==> src/rtl/sink_byte_serializer.sv <==
// Serializes SNK_WIDTH-bit sink words into an MSB-first byte stream with valid/ready on both sides.
// Optional macro SINK_ZERO_SKIP_EN: all-zero words are counted and each frame carries a skip-count prefix byte.
module sink_byte_serializer #(
    parameter int SNK_WIDTH = 8
) (
    input  logic                 clk,
    input  logic                 rst,
    input  logic                 snk_valid,
    output logic                 snk_ready,
    input  logic [SNK_WIDTH-1:0] snk,
    input  logic                 tx_ready,
    output logic                 tx_valid,
    output logic [7:0]           tx_data,
    output logic                 busy
);

    localparam int NUM_BYTES = (SNK_WIDTH + 7) / 8;
    localparam int PAD_W     = NUM_BYTES * 8;
`ifdef SINK_ZERO_SKIP_EN
    localparam int FRAME_BYTES = NUM_BYTES + 1;
`else
    localparam int FRAME_BYTES = NUM_BYTES;
`endif
    localparam int SHIFT_W = FRAME_BYTES * 8;
    localparam int IDX_W   = $clog2(FRAME_BYTES + 1);
    localparam logic [IDX_W-1:0]   IDX_ZERO   = {IDX_W{1'b0}};
    localparam logic [IDX_W-1:0]   IDX_ONE    = IDX_W'(1);
    localparam logic [IDX_W-1:0]   LAST_IDX   = IDX_W'(FRAME_BYTES - 1);
    localparam logic [SHIFT_W-1:0] SHIFT_ZERO = {SHIFT_W{1'b0}};

    typedef enum logic [0:0] {
        IDLE = 1'b0,
        SEND = 1'b1
    } state_t;

    state_t             state_r, state_next_s;
    logic [SHIFT_W-1:0] shift_r, shift_next_s, load_word_s;
    logic [IDX_W-1:0]   idx_r, idx_next_s;
    logic               tx_valid_r, busy_r;
    logic               ready_s, accept_s, load_s, tx_hs_s, last_s;
    logic [PAD_W-1:0]   padded_s;

    assign padded_s = PAD_W'(snk);
    assign last_s   = (idx_r == LAST_IDX);
    assign tx_hs_s  = tx_valid_r & tx_ready;

    // Upstream ready: free in IDLE, and on the last byte it follows tx_ready so words chain without a bubble.
    always_comb begin
        ready_s = 1'b0;
        case (state_r)
            IDLE:    ready_s = 1'b1;
            SEND:    ready_s = last_s ? tx_ready : 1'b0;
            default: ready_s = 1'b0;
        endcase
    end

    assign snk_ready = rst ? 1'b0 : ready_s;
    assign accept_s  = snk_valid & snk_ready;

`ifdef SINK_ZERO_SKIP_EN
    logic [7:0] skip_cnt_r;
    logic       word_zero_s, skip_inc_s, prefix_hs_s;

    assign word_zero_s = (snk == {SNK_WIDTH{1'b0}});
    // A zero word at count 255 is not skipped; it forces out an 0xFF frame that includes itself.
    assign skip_inc_s  = accept_s & word_zero_s & (skip_cnt_r != 8'hFF);
    assign load_s      = accept_s & ~skip_inc_s;
    assign prefix_hs_s = tx_hs_s & (idx_r == IDX_ZERO);
    assign load_word_s = {(word_zero_s ? 8'hFF : skip_cnt_r), padded_s};

    // Skip counter: counts swallowed zero words, cleared once the prefix byte has been taken.
    always_ff @(posedge clk) begin
        if (rst) begin
            skip_cnt_r <= 8'h00;
        end else if (skip_inc_s) begin
            skip_cnt_r <= skip_cnt_r + 8'h01;
        end else if (prefix_hs_s) begin
            skip_cnt_r <= 8'h00;
        end else begin
            skip_cnt_r <= skip_cnt_r;
        end
    end
`else
    assign load_s      = accept_s;
    assign load_word_s = padded_s;
`endif

    // Next-state and shift/index control; a load wins over the last-byte return to IDLE.
    always_comb begin
        state_next_s = state_r;
        shift_next_s = shift_r;
        idx_next_s   = idx_r;
        if (load_s) begin
            state_next_s = SEND;
            shift_next_s = load_word_s;
            idx_next_s   = IDX_ZERO;
        end else if (tx_hs_s) begin
            shift_next_s = shift_r << 4'd8;
            if (last_s) begin
                state_next_s = IDLE;
                idx_next_s   = IDX_ZERO;
            end else begin
                state_next_s = SEND;
                idx_next_s   = idx_r + IDX_ONE;
            end
        end else begin
            state_next_s = state_r;
            shift_next_s = shift_r;
            idx_next_s   = idx_r;
        end
    end

    // State, datapath and registered output flags.
    always_ff @(posedge clk) begin
        if (rst) begin
            state_r    <= IDLE;
            shift_r    <= SHIFT_ZERO;
            idx_r      <= IDX_ZERO;
            tx_valid_r <= 1'b0;
            busy_r     <= 1'b0;
        end else begin
            state_r    <= state_next_s;
            shift_r    <= shift_next_s;
            idx_r      <= idx_next_s;
            tx_valid_r <= (state_next_s == SEND);
            busy_r     <= (state_next_s == SEND);
        end
    end

    assign tx_valid = tx_valid_r;
    assign busy     = busy_r;
    assign tx_data  = shift_r[SHIFT_W-1 -: 8];

endmodule

==> config.mk <==
export PLATFORM = sky130hd
export DESIGN_NAME = sink_byte_serializer
export DESIGN_NICKNAME = d
export VERILOG_FILES = /design/src/rtl/sink_byte_serializer.sv
export SDC_FILE = /design/constraint.sdc
export NUM_CORES = 1
export LEC_CHECK = 0
export ABC_AREA = 1
export CORE_AREA = 2 2 39 41
export DETAILED_ROUTE_END_ITERATION = 10
export DIE_AREA = 0 0 41 43
export GPL_TIMING_DRIVEN = 0
export PLACE_DENSITY = 0.72
export SLEW_MARGIN = 10
export SYNTH_ARGS = -nofsm -noshare
export SYNTH_HDL_FRONTEND = slang
export SYNTH_SLANG_ARGS = --single-unit
==> constraint.sdc <==
create_clock -name clk -period 2.6 [get_ports clk]
set_input_delay 0.52 -clock clk [delete_from_list [all_inputs] [get_ports clk]]
set_output_delay 0.52 -clock clk [all_outputs]
set_load 0.1 [all_outputs]
==> impl_results.md <==
- Input/output buffers: 21
- Slew headroom: 35.57%
- Gr ovfl total: 0
- Sw Ratio: 36.33%
- Crit Path Category: register to output pin
- Worst-path fanout max: 5
- P_int: 239.1 uW
- Synth top area share: 47.84%
- Met2 wire len: 365 um
- WP data arrival: 1.96 ns
- Max Cap Viol: 0
- Setup Buffers After CTS: 0
- Synth top area cells: dfxtp_1, a21oi_1, nand4_1
- Clk_lat worst skew: 0.26 ns
- Seq/Total Area, Yosys: 47.84%
- Filler Cell Count: 146
- WL met1: 463 um
- P&R area growth vs syn: 69.44%
- Power Dens Cells: 588.5 nW/um2
- Reg power frac: 39.7%
- DRC Markers: 0
- R2R Setup Slk: 1.59 ns
- Hold depth: 2
- Sw power: 136.4 uW
- WHS Endpoint: tx_data[0]
- Cell with the most instances after synthesis: a21oi_1
- Required time of the worst setup path: 2.08 ns
- Initial Util: 27.22%
- Antenna-violating nets left: 0
- CTS Root Cell: clkbuf_4
- Routability cong.: 0.6965
- Most used DFF post-synth: dfxtp_1
- Full die area: 1763 um2
- Clock tree sinks: 9
- Clock power frac: 28.7%
- Final hold slack: 0.4848 ns
- Syn nets: 55
- Final Skew: 0.001599 ns
- Core Region: 1384 um2
- Synth Register Bits: 9
- Post-synth cell types: 12
- CTS buffer count: 3
- Final setup viols: 0
- Die Height: 43 um
- Worst-path clk slew: 0.06 ns
- First-pass GRT wire length: 1421 um
- Endpoints failing hold: 0
- Initial antenna violation count: 0
- Run status: complete, no violations
- Logic pwr share: 31.6%
- Width of the die: 41 um
- Period utilization: 95.51%
- Post-synth EDFFs: 0
- Mean Syn Cell Area: 8.758 um2
- Clk buf depth: 2
- Per-cell routed wire length: 10.92 um
- WL met3: 79 um
- H-tree Lvls: 1
- TritonRoute pass-1 iters: 4
- Tmin final: 2.483 ns
- Mapped Cells: 43
- Top Layer Used: met4
- Layout cell share with drive strength beyond 1: 14.71%
- R2R Path End: tx_data[2]
- First DRT Iteration DRCs: 12
- Vias: 398
- R2R cell count: 3
- CTS tree: done
- Largest net degree at the start of global routing: 11
- Max IR drop VDD: 0.0002588 V
- Leak pwr: 0.0002291 uW
- Worst r2r src: busy
- Hold Path Class: register to register
- Io pins: 23
- Row count: 14
- Antenna Cells: 0
- Routed vias/inst: 4.738
- Critical Path Source Type: register
- GRT Total Usage: 11.90%
- Hold_sp: tx_data[0]
- Maximum clock rate: 0.4027 GHz
- WL final: 917 um
- Async set-reset flop share out of synthesis: 0%
- Yosys warns: 0
- Fin cells: 84
- Vias in the first global route: 322
- Worst Tran Pin Value: 0.9634 ns
- Nets: 81
- Slew Viols, Final: 0
- CP Capture Type: output pin
- Dpl cells: 80
- Leading area contributor after synthesis: dfxtp_1
- Most instantiated cells after synthesis: a21oi_1, dfxtp_1, nand3_1, nand4_1
- Area of the mapped netlist: 376.6 um2
- RSZ-0062 raised after global routing: false
## how the worst max path moves through the flow
stage          startpoint   endpoint  slack (ns)
4_1_cts              busy   tx_valid        0.11
2_1_floorplan        busy  snk_ready        0.36
3_3_place_gp          rst  snk_ready       -0.40
6_report             busy   tx_valid        0.12
3_5_place_dp          rst  snk_ready       -0.41
5_1_grt              busy   tx_valid        0.05
## power groups by stage
stage               logic (uW)  clock network [uW]  registers (uW)
floorplan                 36.4                   0             199
global placement           119                   0             152
detailed placement         119                   0             152
CTS                        119                 111             149
global route               123                 120             150
finish                     119                 108             149
## logic make-up (layout without fill, tap and decap cells)
family	count (synthesis)	count (layout)	synth area share [%]
flops	9	9	47.84
simple gates	19	19	32.56
compound gates	10	10	13.29
buf+inv	5	30	6.309
## final cells by class
class                           count  area, um2  area share [%]
Sequential cell                     9      180.2           28.24
Buffer                              3      16.27           2.549
Tap cell                           16      20.02           3.137
Multi-Input combinational cell     29      176.4           27.65
Inverter                            2      7.507           1.176
Clock buffer                        4      26.28           4.118
Timing Repair Buffer               21      211.5           33.14
## layer usage
metal | up-vias | track usage, %
met2 | 18 | 12.19
met1 | 166 | 19.87
li1 | 212 | -
met3 | 2 | 3.141
met5 | - | 0
met4 | 0 | 8.000
## flip-flops by register name, indices dropped and copies added (netlist names)
signal,count
tx_data,8
busy,1
## critical path, cell delays in order, from the launching register on
cell and delay [ns]:
dfxtp_1 0.44, buf_4 0.15, clkdlybuf4s50_1 1.11
## stage by stage
step / utilization [%] / setup TNS, ns / area (um2) / worst slack (ns) / power [uW]
after floorplan: - / 0 / 380.4 / 0.3581 / 235.3
final: 46.11 / 0 / 638.1 / 0.1168 / 375.5
after CTS: 46.11 / 0 / 638.1 / 0.1119 / 379.4
after global placement: 44.12 / -0.4029 / 610.6 / -0.4029 / 270.9
after detailed placement: 44.12 / -0.4099 / 610.6 / -0.4099 / 271.5
after global routing: 46.11 / 0 / 638.1 / 0.05468 / 393.6
## layout by cell type (no fill, tap or decap), drive strengths merged
cell           synthesis  layout
a21oi                 10      10
buf                    2       2
clkbuf                 1       5
clkdlybuf4s15          0       1
clkdlybuf4s50          0      20
dfxtp                  9       9
inv                    2       2
nand2                  2       2
nand3                  9       9
nand4                  8       8
## repair_timing
action / 4_1_cts / 5_1_grt
hold buffers: 0 / 0
gates resized for setup: 3 / 0
setup endpoints to repair: 1 / 0
No activity file was read; power rests on OpenSTA's default activity.
